==> src/rtl/player_motion.sv <==
// Overworld player position engine: per-frame WASD motion, edge/boulder blocking, encounter roll.
// Define PLAYER_COLLIDE_EN to enable the boulder rectangle checks; otherwise only screen edges block.
module player_motion #(
    parameter int unsigned STEP       = 2,
    parameter int unsigned START_X    = 100,
    parameter int unsigned START_Y    = 100,
    parameter logic [7:0]  ENC_THRESH = 8'd24,
    parameter int unsigned BUMP_FRMS  = 8
) (
    input  logic       Clk,
    input  logic       Reset,
    input  logic       frame_clk,
    input  logic       enable,
    input  logic [7:0] keycode,
    output logic [9:0] BallX,
    output logic [9:0] BallY,
    output logic [1:0] facing,
    output logic [1:0] walk_frame,
    output logic       encounter
);

    localparam logic [9:0] StepV  = 10'(STEP);
    localparam logic [9:0] MaxX   = 10'd626;
    localparam logic [9:0] MaxY   = 10'd460;
    localparam logic [7:0] KeyW   = 8'h1A;
    localparam logic [7:0] KeyS   = 8'h16;
    localparam logic [7:0] KeyA   = 8'h04;
    localparam logic [7:0] KeyD   = 8'h07;
    localparam logic [7:0] KeyEnt = 8'h28;
    localparam int unsigned BumpW = $clog2(BUMP_FRMS + 1);
    localparam logic [BumpW-1:0] BumpLast = BumpW'(BUMP_FRMS - 1);

    typedef enum logic [1:0] {StIdle, StMove, StBump, StEnc} state_e;

    state_e           state_q, state_d;
    logic [9:0]       x_q, x_d, y_q, y_d;
    logic [1:0]       facing_q, facing_d;
    logic [1:0]       walk_q, walk_d, div_q, div_d;
    logic [5:0]       step_q, step_d;
    logic [7:0]       lfsr_q, lfsr_d;
    logic [BumpW-1:0] bump_q, bump_d;
    logic             sync1_q, sync2_q, prev_q;

    logic       tick, dir_valid, hit, blocked, commit, tile_done;
    logic [1:0] dir_face;
    logic [9:0] cand_x, cand_y;
    logic [5:0] step_sum, step_next;

    assign tick = sync2_q & ~prev_q;

    always_comb begin
        dir_valid = 1'b1;
        dir_face  = 2'b00;
        case (keycode)
            KeyW:    dir_face = 2'b01;
            KeyS:    dir_face = 2'b00;
            KeyA:    dir_face = 2'b10;
            KeyD:    dir_face = 2'b11;
            default: dir_valid = 1'b0;
        endcase
    end

    // Saturating candidate; a saturated no-op move counts as blocked below.
    always_comb begin
        cand_x = x_q;
        cand_y = y_q;
        case (dir_face)
            2'b00: cand_y = (y_q + StepV > MaxY) ? MaxY : y_q + StepV;
            2'b01: cand_y = (y_q >= StepV) ? y_q - StepV : 10'd0;
            2'b10: cand_x = (x_q >= StepV) ? x_q - StepV : 10'd0;
            2'b11: cand_x = (x_q + StepV > MaxX) ? MaxX : x_q + StepV;
        endcase
    end

`ifdef PLAYER_COLLIDE_EN
    function automatic logic overlaps(input logic [9:0] cx, input logic [9:0] cy,
                                      input logic [9:0] x0, input logic [9:0] x1,
                                      input logic [9:0] y0, input logic [9:0] y1);
        return (cx <= x1) && ((cx + 10'd13) >= x0) && (cy <= y1) && ((cy + 10'd19) >= y0);
    endfunction

    always_comb begin
        hit = overlaps(cand_x, cand_y, 10'd0,   10'd399, 10'd60,  10'd78)  |
              overlaps(cand_x, cand_y, 10'd500, 10'd639, 10'd200, 10'd218) |
              overlaps(cand_x, cand_y, 10'd0,   10'd299, 10'd300, 10'd318) |
              overlaps(cand_x, cand_y, 10'd440, 10'd458, 10'd340, 10'd398) |
              overlaps(cand_x, cand_y, 10'd440, 10'd639, 10'd399, 10'd418);
    end
`else
    always_comb begin
        hit = 1'b0;
    end
`endif

    assign blocked   = ((cand_x == x_q) && (cand_y == y_q)) | hit;
    assign step_sum  = step_q + 6'(STEP);
    assign tile_done = (step_sum >= 6'd20);
    assign step_next = tile_done ? step_sum - 6'd20 : step_sum;
    assign lfsr_d    = {lfsr_q[6:0], lfsr_q[7] ^ lfsr_q[5] ^ lfsr_q[4] ^ lfsr_q[3]};

    always_comb begin
        state_d  = state_q;
        x_d      = x_q;
        y_d      = y_q;
        facing_d = facing_q;
        walk_d   = walk_q;
        div_d    = div_q;
        step_d   = step_q;
        bump_d   = bump_q;
        commit   = 1'b0;
        case (state_q)
            StIdle: begin
                if (tick && enable && dir_valid) begin
                    facing_d = dir_face;
                    if (blocked) begin
                        state_d = StBump;
                        bump_d  = '0;
                    end else begin
                        commit = 1'b1;
                    end
                end
            end
            StMove: begin
                if (tick && enable) begin
                    if (!dir_valid) begin
                        state_d = StIdle;
                        walk_d  = 2'd0;
                        div_d   = 2'd0;
                    end else begin
                        facing_d = dir_face;
                        if (blocked) begin
                            state_d = StBump;
                            bump_d  = '0;
                        end else begin
                            commit = 1'b1;
                        end
                    end
                end
            end
            StBump: begin
                if (tick && enable) begin
                    if (bump_q == BumpLast) begin
                        state_d = StIdle;
                        walk_d  = 2'd0;
                        div_d   = 2'd0;
                    end else begin
                        bump_d = bump_q + 1'b1;
                    end
                end
            end
            StEnc: begin
                if (keycode == KeyEnt) begin
                    state_d = StIdle;
                    walk_d  = 2'd0;
                    div_d   = 2'd0;
                end
            end
        endcase
        if (commit) begin
            x_d    = cand_x;
            y_d    = cand_y;
            step_d = step_next;
            div_d  = div_q + 1'b1;
            if (div_q == 2'd3) walk_d = walk_q + 1'b1;
            state_d = (tile_done && (lfsr_q < ENC_THRESH)) ? StEnc : StMove;
        end
    end

    always_ff @(posedge Clk or negedge Reset) begin
        if (!Reset) begin
            state_q  <= StIdle;
            x_q      <= 10'(START_X);
            y_q      <= 10'(START_Y);
            facing_q <= 2'b00;
            walk_q   <= 2'd0;
            div_q    <= 2'd0;
            step_q   <= 6'd0;
            bump_q   <= '0;
            lfsr_q   <= 8'hA5;
            sync1_q  <= 1'b0;
            sync2_q  <= 1'b0;
            prev_q   <= 1'b0;
        end else begin
            state_q  <= state_d;
            x_q      <= x_d;
            y_q      <= y_d;
            facing_q <= facing_d;
            walk_q   <= walk_d;
            div_q    <= div_d;
            step_q   <= step_d;
            bump_q   <= bump_d;
            lfsr_q   <= lfsr_d;
            sync1_q  <= frame_clk;
            sync2_q  <= sync1_q;
            prev_q   <= sync2_q;
        end
    end

    assign BallX      = x_q;
    assign BallY      = y_q;
    assign facing     = facing_q;
    assign walk_frame = walk_q;
    assign encounter  = (state_q == StEnc);

endmodule

==> config.mk <==
export PLATFORM = sky130hd
export DESIGN_NAME = player_motion
export DESIGN_NICKNAME = d
export VERILOG_FILES = /design/src/rtl/player_motion.sv
export SDC_FILE = /design/constraint.sdc
export NUM_CORES = 1
export LEC_CHECK = 0
export ABC_AREA = 1
export CAP_MARGIN = 20
export CORE_UTILIZATION = 58
export CTS_BUF_LIST = sky130_fd_sc_hd__clkbuf_4 sky130_fd_sc_hd__clkbuf_8
export CTS_CLUSTER_SIZE = 14
export DETAILED_ROUTE_END_ITERATION = 10
export PLACE_DENSITY = 0.8
export SETUP_SLACK_MARGIN = 0.1
export SLEW_MARGIN = 20
export SYNTH_ARGS = -nofsm -noshare
export SYNTH_HDL_FRONTEND = slang
export SYNTH_SLANG_ARGS = --single-unit
==> constraint.sdc <==
create_clock -name Clk -period 3.1 [get_ports Clk]
set_input_delay 0.31 -clock Clk [delete_from_list [all_inputs] [get_ports Clk]]
set_output_delay 0.31 -clock Clk [all_outputs]
set_load 0.02 [all_outputs]
Word-level counts from Yosys, hierarchy flattened:

Index checks and enable logic that the tools add are counted.

* bitwise gates (word level): 5
* equality and inequality tests: 26
* mux-type cells: 47
* reduce and logical (&&, ||, !) cells: 14
* magnitude comparators: 6
* $add $sub $neg: 9

Operators with widths (number)
* $mux 2: 22
* $mux 10: 4
* $pmux 10 s2: 2
* $mux 4: 6
* $add 10x2->10 const B: 2
* $eq 10x10->1: 2
* $ge 10x2->1 const B: 2
* $sub 10x2->10 const B: 2
* $pmux 2 s3: 3
* $eq 8x3->1 const B: 2
* $eq 8x5->1 const B: 2
* $ne 3x3->1 const B: 5
* $pmux 4 s3: 1
* $reduce_and 6->1: 2
* $eq 2x2->1 const B: 5
* $gt 10x10->1 const B: 1
* $gt 10x9->1 const B: 1
* $ne 2x2->1 const B: 5
* $eq 8x6->1 const B: 1
* $lt 8x5->1 const B: 1
* $pmux 2 s4: 1
* $add 6x2->6 const B: 1
* $ge 6x5->1 const B: 1
* $mux 6: 1
* other kinds (20): 32

* register bits after elaboration: 49
* output and inout bits: 25

Logic depth before layout (Yosys ltp):

Gate-level depths: netlist of run 1.

* word-level depth: 12
* mapped depth: 25
* gate-level depth less buffers: 24

Worst setup path after synthesis of run 1:

Ideal clock, no wire load.

* kind: reg-to-reg
* from: reg x_q[2], in the netlist BallX[2]
* to: reg step_q[5]
* stages on the path, launching flop included: 23
* clock period less this slack: 2621 ps
* data required time: 2983 ps
* slack: 479 ps
* arrival: 2504 ps
* buffers on the path: 1
* cells stage by stage: dfstp_2 > inv_1 > ha_1 > inv_1 > o21ai_0 > nor2_1 > nor2_1 > nand3_1 > nand2_2 > nand2_4 > nand2_1 > nand2_1 > nand2_1 > nand2_1 > nor2_1 > nand3_1 > nor2_2 > nand2_4 > nand2_8 > inv_2 > buf_6 > o21ai_1 > inv_1

* word-level cells in the longest chain between the ends: 10

RTL lines
* start: declaration: RTL line 36 `logic [9:0] x_q, x_d, y_q, y_d;`
* start signal: assignment: RTL line 172 `x_q <= 10'(START_X);`
* $add 10x2->10: RTL line 71 `2'b11: cand_x = (x_q + StepV > MaxX) ? MaxX : x_q + StepV;`
* $gt 10x10->1: RTL line 71
* $mux 10: RTL line 71
* $pmux 10 s2: RTL line 67 `case (dir_face)`
* $eq 10x10->1 (*): RTL line 95 `assign blocked = ((cand_x == x_q) && (cand_y == y_q)) | hit;`
* $logic_and 1x1->1 (*): RTL line 95
* $mux 1 (*): RTL line 115, 131
* $mux 1: RTL line 125 `if (!dir_valid) begin`
* $mux 1: RTL line 124 `if (tick && enable) begin`
* $pmux 1 s2 (*): RTL line 111 `case (state_q)`
* end signal: assignment: RTL line 190 `step_q <= step_d;`
* end: declaration: RTL line 39 `logic [5:0] step_q, step_d;`

Every way passes the cells marked *; elsewhere a longest branch is shown, timed or not.
A chain may end at the register's enable or synchronous reset.

Worst setup path in the final report of run 1:

* from: reg x_q[2], in the netlist BallX[2]
* to: reg div_q[1]

* word-level cells in the longest chain between the ends: 12

RTL lines
* $add 10x2->10: RTL line 71
* $gt 10x10->1: RTL line 71
* $mux 10: RTL line 71
* $pmux 10 s2: RTL line 67
* $eq 10x10->1 (*): RTL line 95
* $logic_and 1x1->1 (*): RTL line 95
* $mux 1 (*): RTL line 115, 131
* $mux 1: RTL line 125
* $mux 1: RTL line 124
* $pmux 1 s2 (*): RTL line 111
* $ne 3x3->1 (no line) (tied with other cells)
* $reduce_and 6->1 (no line)
* end signal: assignment: RTL line 189 `div_q <= div_d;`
* end: declaration: RTL line 38 `logic [1:0] walk_q, walk_d, div_q, div_d;`

Marked as above.

==> Flow_metrics.wiki, run 1 <==
{| class="wikitable"
! Metric !! Value
|-
| IR Drop Worst-Case VDD || 233 uV
|-
| Adder and majority gate portion of the synthesized area || 4.92%
|-
| Clk Latency, worst-skew pair || 0.31 ns
|-
| Maximum clock skew at final layout || 0.00983 ns
|-
| Ys async rst share || 100%
|-
| Final design area excluding fillers || 0.00521 mm2
|-
| Vias after detailed routing || 4478
|-
| Initial core utilization || 59.9%
|-
| Placement-stage cell area || 0.00460 mm2
|-
| Share of synthesized area spent on multiplexers || 0%
|-
| Clk root buf || sky130_fd_sc_hd__clkbuf_8
|-
| Total routing usage reported by global routing || 30.0%
|-
| Antenna diode instance count || 0
|-
| Cts-stage hold buffer count || 0
|-
| 1st-iter DRT viols || 255
|-
| Maximum number of pins on one net before global-route repair || 48
|-
| Ratio of cells with drive above 1 in the final layout || 23.0%
|-
| Design Power || 1.35 mW
|-
| Path class of the lowest-slack min-delay path || in -> async
|-
| Nature of the critical path endpoint || register
|-
| Number of enable-type register cells in the synthesized netlist || 0
|-
| Port-buffer cells || 36
|-
| Summed instance area of the synthesized netlist || 0.00407 mm2
|-
| Sequential element share of the synthesized area || 29.8%
|-
| Crit path max fanout || 6
|-
| Max-capacitance violation count || 0
|-
| Syn. warnings || 0
|-
| Clock buffers created by TritonCTS || 5
|-
| Maximum clock frequency || 330 MHz
|-
| Detailed-route wire length || 11700 um
|-
| Clock slew at reported path FFs || 0.11 ns
|-
| Number of placement rows || 30
|-
| Most area-hungry cell type in the Yosys netlist || sky130_fd_sc_hd__dfrtp_1
|-
| Leakage || 2.52 nW
|-
| Unique masters post-synth || 44
|-
| Part of the total power dissipated in combinational logic || 21.2%
|-
| Reg2Reg Capture Point || div_q[1]
|-
| Via count of the first global-routing pass || 3896
|-
| ANT nets after route || 0
|-
| Result of the run || complete, but fails checks
|-
| Grt ovf || 0
|-
| Fraction of synthesized cell area taken by the top area cell type || 23.4%
|-
| CTS tree || yes
|-
| P_sw || 0.432 mW
|-
| Critical Path RT || 3.30 ns
|-
| Maximum level of the CTS H-tree || 2
|-
| Die height || 85.7 um
|-
| Synthesis-stage register bit count || 48
|-
| Main combinational cell family by area after synthesis || simple AND/OR/NAND/NOR gates
|-
| Routability congestion estimate from global placement || 0.898
|-
| Unrepaired setup endpoints after global routing || yes
|-
| Die area || 0.00735 mm2
|-
| Start of the worst register-to-register path || BallX[2]
|-
| Detailed placement HPWL || 7940 um
|-
| Hold Worst Slack || -0.00843 ns
|-
| Global-route wire length before repair || 17700 um
|-
| Number of vias per cell after detailed routing || 5.60
|-
| Maximum root-to-sink buffer count || 2
|-
| Cell-by-cell trace of the critical path || ha_4, nand2_4, nor2_4, nand2_1, nand2_1, and2_4, nor2_4, nand2_2, nand2_4, nand2_2, nand2_2, nand2_1, nand2_1, nor2_1, nand3_1, nor2_4, nand2_4, nand2_8, buf_6, buf_6, nor2_2, nand3_1, nand2_1
|-
| Sort of element at the start of the critical path || register
|-
| Nets || 731
|-
| Final worst path period share || 97.7%
|-
| Synthesized-area fraction occupied by ao, oa, aoi and oai cells || 11.6%
|-
| Pre-antenna DRT Iters || 5
|-
| Synthesized instance count || 630
|-
| Die width || 85.7 um
|-
| Crit path max-delay family || simple AND/OR/NAND/NOR gates
|-
| Cell types occupying the most area after synthesis || sky130_fd_sc_hd__dfrtp_1, sky130_fd_sc_hd__nand2_1, sky130_fd_sc_hd__nand3_1
|-
| Drc violations || 0
|-
| Final number of max-transition violations || 0
|-
| Sequential group share of total power || 48.6%
|-
| Maximum single-stage delay on the critical path || 0.65 ns
|-
| Cell internal pwr || 0.919 mW
|-
| Relative area change from synthesis to final layout || 28.2%
|-
| Slew at the pin closest to its max-slew limit || 0.973 ns
|-
| Syn nets || 658
|-
| Cell with the largest stage delay on the worst path || sky130_fd_sc_hd__dfstp_2
|-
| PD cells || 259 mW/mm2
|-
| Kind of critical path || reg -> reg
|-
| Final hold vios || 6
|-
| Worst slew slack as a fraction of its limit || 33.5%
|-
| Most frequent cells in the layout || sky130_fd_sc_hd__nand2_1, sky130_fd_sc_hd__inv_1, sky130_fd_sc_hd__nand3_1, sky130_fd_sc_hd__nor2_1, sky130_fd_sc_hd__buf_4
|-
| Worst Reg2Reg Path Length in Cells || 23
|-
| Violations in the final reports || hold timing
|-
| Total I/O pin count || 37
|-
| Average cell area after synthesis || 6.45 um2
|-
| Final Critical Period || 3.03 ns
|-
| Final setup violating endpoints || 0
|-
| Initial antenna violation count || 0
|-
| Xor-xnor portion of the synthesized cell area || 3.02%
|-
| Number of buffers and inverters on the critical path || 2
|-
| Most frequent standard cell in the layout excluding fill and tap cells || sky130_fd_sc_hd__nand2_1
|-
| Critical Path Most Common Cell || sky130_fd_sc_hd__nand2_1
|-
| Clock sinks || 48
|-
| Detailed-route wire length per cell || 14.6 um
|-
| Worst Path Arrival || 3.23 ns
|-
| Floorplan Core Area || 0.00679 mm2
|-
| Slack of the worst reg-to-reg path || 0.07 ns
|-
| Leading register cell type out of synthesis || sky130_fd_sc_hd__dfrtp_1
|-
| Sw Ratio || 32.0%
|-
| Basic-gate share of the synthesized area counting and, or, nand and nor cells || 40.5%
|-
| Share of total power in the clock network || 30.2%
|}
[how the worst max path moves through the flow]
stage | start | end | slack (ns) | cells after the start
final | BallX[2] | div_q[1] | 0.07 | 23
after global routing | BallX[2] | div_q[1] | -0.06 | 24
after CTS | BallX[2] | walk_frame[0] | 0.10 | 24
after detailed placement | keycode[7] | step_q[5] | 0.04 | 23
after global placement | keycode[2] | bump_q[0] | 0.1 | 22
after floorplan | BallX[2] | step_q[5] | 0.48 | 22
[Yosys cell counts, types with 2 or more instances]
master	count
sky130_fd_sc_hd__a21oi_1	11
sky130_fd_sc_hd__a21oi_2	3
sky130_fd_sc_hd__a22oi_1	5
sky130_fd_sc_hd__a31oi_1	2
sky130_fd_sc_hd__and2_1	2
sky130_fd_sc_hd__buf_2	6
sky130_fd_sc_hd__buf_4	3
sky130_fd_sc_hd__buf_6	4
sky130_fd_sc_hd__clkbuf_1	2
sky130_fd_sc_hd__dfrtp_1	38
sky130_fd_sc_hd__dfstp_2	10
sky130_fd_sc_hd__ha_1	16
sky130_fd_sc_hd__inv_1	69
sky130_fd_sc_hd__inv_2	10
sky130_fd_sc_hd__nand2_1	195
sky130_fd_sc_hd__nand2_2	7
sky130_fd_sc_hd__nand2_4	2
sky130_fd_sc_hd__nand3_1	66
sky130_fd_sc_hd__nand3_2	4
sky130_fd_sc_hd__nand4_1	10
sky130_fd_sc_hd__nor2_1	65
sky130_fd_sc_hd__nor2_2	10
sky130_fd_sc_hd__nor3_1	5
sky130_fd_sc_hd__o21ai_0	40
sky130_fd_sc_hd__o21ai_1	11
sky130_fd_sc_hd__o31ai_1	3
sky130_fd_sc_hd__or2_2	2
sky130_fd_sc_hd__xnor2_1	5
sky130_fd_sc_hd__xor2_1	9
[worst register-to-register path, delay by kind of cell (launching register included)]
family | cells | cell delay, ns
adders and majority gates | 1 | 0.18
buffers and inverters | 2 | 0.24
DFF | 1 | 0.65
and+or+nand+nor | 20 | 1.85
[power groups by stage]
| stage | Clock, mW | Combinational [mW] | Sequential, mW |
|---|---|---|---|
| after floorplan | 0 | 0.154 | 0.668 |
| after global placement | 0 | 0.230 | 0.666 |
| after detailed placement | 0 | 0.235 | 0.666 |
| after CTS | 0.413 | 0.239 | 0.654 |
| after global routing | 0.435 | 0.313 | 0.657 |
| final | 0.408 | 0.287 | 0.656 |
[registers in the layout (all words and copies together), names as in the netlist]
register,count
BallX,10
BallY,10
lfsr_q,8
step_q,5
bump_q,4
div_q,2
facing,2
state_q,2
walk_frame,2
prev_q,1
sync1_q,1
sync2_q,1
[through the flow]
stage	hold WS [ns]	util [%]	setup TNS, ns	cells	setup slack [ns]
3_5_place_dp	0.337	67.7	0	767	0.0427
6_report	-0.00843	76.7	0	800	0.0709
3_3_place_gp	0.344	67.7	0	767	0.0989
5_1_grt	0.0553	76.7	-0.203	800	-0.0614
4_1_cts	0.221	69.2	0	775	0.102
2_1_floorplan	0.0144	-	0	630	0.479
[cell families after synthesis]
group | after synthesis
buf+inv | 96
fa+ha+maj | 16
compound gates | 83
simple gates | 373
xor+xnor | 14
flops | 48
[layout make-up]
class / instances / area (um2)
Inverter: 80 / 305
Multi-Input combinational cell: 487 / 2700
Clock inverter: 3 / 22.5
Fill cell: 549 / 1580
Sequential cell: 48 / 1220
Clock buffer: 5 / 68.8
Timing Repair Buffer: 81 / 777
Tap cell: 96 / 120
[timing repair]
action / 4_1_cts / 5_1_grt
hold endpoints to repair: 0 / 0
resized for setup: 1 / 90
endpoints found under the setup margin: 7 / 35
setup buffers: 0 / 22
pin swaps: 1 / 19
gates cloned: 0 / 3
[layer usage]
| layer | track usage [%] | part of all wire [%] |
|---|---|---|
| met3 | 5.58 | 6.9 |
| met2 | 49.2 | 48 |
| met4 | 9.55 | 2.1 |
| met5 | 0 | 0 |
| met1 | 40.2 | 43 |
(Power assumes the default switching activity.)
==> run 2, diff against run 1 <==
- SKIP_LAST_GASP: unset -> 1
==> results of run 2 <==
Final layout, timing and power as in run 1 (identical DEF).
==> run 3, diff against run 2 <==
- ABC_AREA: 1 -> 0
- CTS_CLUSTER_DIAMETER: unset -> 150
==> run 3 against run 2 <==
Net effect: the flow now stops in 5_1_grt; synthesized cell count shrank 19%; area after synthesis rose by 2.6%.
==> Flow_metrics.wiki, run 3 <==
{| class="wikitable"
! Metric !! Value
|-
| Maximum root-to-sink buffer count || 2
|-
| First error message || [ERROR GRT-0116] Global routing finished with congestion. Check the congestion regions in the DRC Viewer.
|-
| Sequential element share of the synthesized area || 29.1%
|-
| Synthesized instance count || 509
|-
| Ys async rst share || 100%
|-
| Global-route wire length before repair || 41000 um
|-
| Port-buffer cells || 36
|-
| Library cell with the highest instance count after synthesis || sky130_fd_sc_hd__nor2_1
|-
| Main combinational cell family by area after synthesis || compound AO/OA/AOI/OAI gates
|-
| Synthesis-stage register bit count || 48
|-
| Syn nets || 537
|-
| Cts-stage hold buffer count || 0
|-
| Placement-stage cell area || 0.00594 mm2
|-
| Maximum number of pins on one net before global-route repair || 49
|-
| Basic-gate share of the synthesized area counting and, or, nand and nor cells || 25.0%
|-
| Xor-xnor portion of the synthesized cell area || 2.52%
|-
| Share of synthesized area spent on multiplexers || 3.24%
|-
| Number of instances in the placed design || 774
|-
| Number of placement rows || 30
|-
| Via count of the first global-routing pass || 6990
|-
| Average cell area after synthesis || 8.20 um2
|-
| Summed instance area of the synthesized netlist || 0.00417 mm2
|-
| Total routing usage reported by global routing || 73.2%
|-
| Top cell types by occurrence after synthesis || sky130_fd_sc_hd__nor2_1, sky130_fd_sc_hd__dfrtp_1, sky130_fd_sc_hd__nand2_1, sky130_fd_sc_hd__o21ai_0, sky130_fd_sc_hd__a21oi_1
|-
| Unique masters post-synth || 78
|-
| Grt ovf || 9
|-
| Clk root buf || sky130_fd_sc_hd__clkbuf_8
|-
| Total I/O pin count || 37
|-
| Initial core utilization || 60.7%
|-
| Adder and majority gate portion of the synthesized area || 4.80%
|-
| Cell types occupying the most area after synthesis || sky130_fd_sc_hd__dfrtp_1, sky130_fd_sc_hd__dfstp_2, sky130_fd_sc_hd__ha_1
|-
| Clock buffers created by TritonCTS || 5
|-
| Synthesized-area fraction occupied by ao, oa, aoi and oai cells || 29.7%
|-
| Result of the run || aborted with a tool error
|-
| Syn. warnings || 0
|-
| Maximum level of the CTS H-tree || 2
|-
| Detailed placement HPWL || 12800 um
|-
| Fail Step || 5_1_grt
|-
| Leading register cell type out of synthesis || sky130_fd_sc_hd__dfrtp_1
|-
| Number of enable-type register cells in the synthesized netlist || 0
|-
| Die height || 86.8 um
|-
| Die width || 86.8 um
|-
| Clock sinks || 48
|-
| Fraction of synthesized cell area taken by the top area cell type || 22.8%
|-
| Routability congestion estimate from global placement || 1.10
|-
| Most area-hungry cell type in the Yosys netlist || sky130_fd_sc_hd__dfrtp_1
|}
[run 3: cell count changes after synthesis, sizes merged, moves of 13 or more]
| cell | before | now |
|---|---|---|
| nand2 | 205 | 33 |
| inv | 79 | 22 |
| nand3 | 70 | 20 |
| nor2 | 76 | 48 |
| clkbuf | 3 | 20 |
| o21ai | 51 | 38 |
[run 3: metal layers]
layer | GRT overflow | global-route usage, %
met1 | 0 | 74.2
met2 | 3 | 92.2
met3 | 0 | 54.2
met4 | 6 | 73.0
met5 | 0 | 15.4
[run 3: repair_timing]
item | CTS
setup endpoints to repair | 35
setup buffers | 15
resized for setup | 56
pin swaps | 19
cloned | 1
[run 3: cells by family after synthesis]
logic type	Yosys count
AO/OA/AOI/OAI	173
XOR/XNOR	12
adder cells (fa/ha/maj)	16
buffers and inverters	55
flip-flops	48
multiplexers	13
AND/OR/NAND/NOR	192
[run 3: per-stage QoR]
step | setup WS (ns) | util (%)
4_1_cts | -0.482 | 94.0
3_3_place_gp | -0.720 | 86.5
2_1_floorplan | -0.333 | -
3_5_place_dp | -0.824 | 86.5
==> run 4, diff against run 3 <==
- CORE_UTILIZATION: 58 -> 40
- CTS_BUF_LIST: sky130_fd_sc_hd__clkbuf_4 sky130_fd_sc_hd__clkbuf_8 -> unset
- CTS_CLUSTER_DIAMETER: 150 -> unset
- CTS_CLUSTER_SIZE: 14 -> unset
- PLACE_DENSITY: 0.8 -> unset
- PLACE_DENSITY_LB_ADDON: unset -> 0.15
- SETUP_SLACK_MARGIN: 0.1 -> unset
==> run 4 against run 3 <==
Net effect: the flow now finishes, with violations (setup timing); synthesized cell count unchanged; area after synthesis is the same.
==> Flow_metrics.wiki, run 4 <==
{| class="wikitable"
! Metric !! Value
|-
| Global Route met1 Usage || 39.7%
|-
| Die height || 104 um
|-
| Slack of the worst reg-to-reg path || -0.47 ns
|-
| Setup TNS Final || -12.00 ns
|-
| Total routing usage reported by global routing || 30.4%
|-
| Average cell area after synthesis || 8.20 um2
|-
| Maximum clock skew at final layout || 0.0192 ns
|-
| PD cells || 268 mW/mm2
|-
| Path class of the lowest-slack min-delay path || reg -> reg
|-
| Nets || 737
|-
| Capturing element of the worst setup path || walk_frame[1]
|-
| Die width || 104 um
|-
| Clk root buf || sky130_fd_sc_hd__clkbuf_8
|-
| Maximum single-stage delay on the critical path || 0.67 ns
|-
| Pre-antenna DRT Iters || 5
|-
| Cell with the largest stage delay on the worst path || sky130_fd_sc_hd__dfstp_2
|-
| Maximum root-to-sink buffer count || 2
|-
| Initial antenna violation count || 0
|-
| Sequential element share of the synthesized area || 29.1%
|-
| Leading register cell type out of synthesis || sky130_fd_sc_hd__dfrtp_1
|-
| Worst Reg2Reg Path Length in Cells || 11
|-
| Most frequent standard cell in the layout excluding fill and tap cells || sky130_fd_sc_hd__buf_4
|-
| Fraction of synthesized cell area taken by the top area cell type || 22.8%
|-
| Vias after detailed routing || 4957
|-
| Maximum number of pins on one net before global-route repair || 27
|-
| Routability congestion estimate from global placement || 0.923
|-
| Max-capacitance violation count || 0
|-
| Unrepaired setup endpoints after global routing || yes
|-
| ANT nets after route || 0
|-
| Final number of max-transition violations || 0
|-
| Number of placement rows || 36
|-
| Layer with the highest usage || met2
|-
| Crit path max fanout || 9
|-
| Syn. warnings || 0
|-
| Drc violations || 0
|-
| Most area-hungry cell type in the Yosys netlist || sky130_fd_sc_hd__dfrtp_1
|-
| Relative area change from synthesis to final layout || 59.1%
|-
| Grt ovf || 0
|-
| Unique masters post-synth || 78
|-
| Global-route wire length before repair || 25900 um
|-
| Worst slew slack as a fraction of its limit || 47.6%
|-
| Slew at the pin closest to its max-slew limit || 0.766 ns
|-
| Synthesis-stage register bit count || 48
|-
| IR Drop Worst-Case VDD || 266 uV
|-
| Critical Path Most Common Cell || sky130_fd_sc_hd__or4_4
|-
| Most frequent cells in the layout || sky130_fd_sc_hd__buf_4, sky130_fd_sc_hd__nor2_1, sky130_fd_sc_hd__dfrtp_1, sky130_fd_sc_hd__clkdlybuf4s50_1, sky130_fd_sc_hd__nand2_1
|-
| Initial core utilization || 41.9%
|-
| Detailed-route wire length per cell || 19.3 um
|-
| Floorplan Core Area || 0.00995 mm2
|-
| Sort of element at the start of the critical path || register
|-
| Ys async rst share || 100%
|-
| Syn nets || 537
|-
| Number of enable-type register cells in the synthesized netlist || 0
|-
| Top cell types by occurrence after synthesis || sky130_fd_sc_hd__nor2_1, sky130_fd_sc_hd__dfrtp_1, sky130_fd_sc_hd__nand2_1, sky130_fd_sc_hd__o21ai_0, sky130_fd_sc_hd__a21oi_1
|-
| Utilization after layout || 66.7%
|-
| Antenna diode instance count || 0
|-
| Clock slew at reported path FFs || 0.10 ns
|-
| Design Power || 1.78 mW
|-
| Reg2Reg Capture Point || walk_frame[1]
|-
| Detailed placement HPWL || 12500 um
|-
| Clock sinks || 48
|-
| Kind of critical path || reg -> reg
|-
| Maximum clock frequency || 280 MHz
|-
| CP Launch Point || BallY[2]
|-
| Start of the worst register-to-register path || BallY[2]
|-
| Final worst path period share || 115%
|-
| Cell types occupying the most area after synthesis || sky130_fd_sc_hd__dfrtp_1, sky130_fd_sc_hd__dfstp_2, sky130_fd_sc_hd__ha_1
|-
| Final setup violating endpoints || 35
|-
| Summed instance area of the synthesized netlist || 0.00417 mm2
|-
| Die area || 0.0108 mm2
|-
| Synthesized instance count || 509
|-
| Nature of the critical path endpoint || register
|-
| Clk Latency, worst-skew pair || 0.32 ns
|-
| Worst slack, placed || -0.830 ns
|-
| Hold Worst Slack || 0.365 ns
|-
| Detailed-route wire length || 16300 um
|-
| Port-buffer cells || 36
|-
| Critical Path RT || 3.34 ns
|-
| Final setup margin || -0.471 ns
|-
| Ratio of cells with drive above 1 in the final layout || 40.3%
|-
| Crit path max-delay family || simple AND/OR/NAND/NOR gates
|-
| Routing usage on met3 || 2.51%
|-
| Via count of the first global-routing pass || 4870
|-
| 1st-iter DRT viols || 268
|-
| Final Critical Period || 3.57 ns
|-
| Clock buffers created by TritonCTS || 5
|-
| Met2 capacity usage during global routing || 51.9%
|-
| Total I/O pin count || 37
|-
| Final hold vios || 0
|-
| Violations in the final reports || setup timing
|-
| Result of the run || complete, but fails checks
|-
| Number of stages on the worst setup path || 11
|-
| CTS tree || yes
|-
| Cell-by-cell trace of the critical path || nand2_2, or4_4, a32oi_4, a31oi_4, o21ba_1, o211ai_1, or4_4, or3_4, buf_6, nand4_1, mux2i_1
|-
| Number of buffers and inverters on the critical path || 1
|-
| Library cell with the highest instance count after synthesis || sky130_fd_sc_hd__nor2_1
|-
| Maximum level of the CTS H-tree || 2
|-
| Number of vias per cell after detailed routing || 5.88
|-
| Leakage || 2.74 nW
|-
| Worst Path Arrival || 3.81 ns
|}
-- run 4: cell counts after synthesis --
Identical to the previous run, type by type.
-- run 4: how the worst min path moves through the flow --
stage                       start  cells past startpoint  slack (ns)         to
after floorplan             Reset                      0        0.01   BallX[0]
after global placement      Reset                      1        0.32  step_q[3]
after detailed placement    Reset                      1        0.33  step_q[3]
after CTS                 sync1_q                      0        0.37    sync2_q
after global routing      sync1_q                      0        0.37    sync2_q
final                     sync1_q                      0        0.36    sync2_q
-- run 4: kinds of logic (layout without fill, tap and decap cells) --
group,Yosys count,count (layout),synth area share (%)
compound gates,173,173,29.7
xor+xnor,12,12,2.52
fa+ha+maj,16,16,4.80
buf+inv,55,255,5.73
flops,48,48,29.1
mux,13,13,3.24
simple gates,192,193,25.0
-- run 4: area by class of cell --
cell class | count | area (um2)
fillers | 822 | 3320
multi-input cells | 407 | 3200
repair buffers | 225 | 1830
flip-flops and latches | 48 | 1220
well taps | 133 | 166
inverters | 22 | 82.6
clock buffers | 5 | 68.8
clock inverters | 3 | 68.8
-- run 4: what timing repair did --
item / in CTS / in global routing
resized for setup: 42 / 33
setup endpoints to repair: 35 / 35
pin swaps: 17 / 22
hold endpoints to repair: 13 / 0
setup buffers: 5 / 9
hold buffers: 1 / 0
cloned: 1 / 0
-- run 4: per-layer routing --
metal | up-vias | routed length (um)
li1 | 2362 | -
met1 | 2390 | 6910
met2 | 175 | 8130
met3 | 30 | 837
met4 | 0 | 427
met5 | - | 0
-- run 4: power by group --
part | leakage [nW] | switching, mW | internal (mW)
Clock | 0.0687 | 0.243 | 0.325
Combinational | 2.09 | 0.273 | 0.258
Sequential | 0.582 | 0.0327 | 0.648
-- run 4: stage by stage --
stage / instance area [um2] / instances
6_report: 6640 / 843
5_1_grt: 6640 / 843
4_1_cts: 6430 / 834
3_5_place_dp: 6030 / 819
3_3_place_gp: 6030 / 819
2_1_floorplan: 4390 / 509
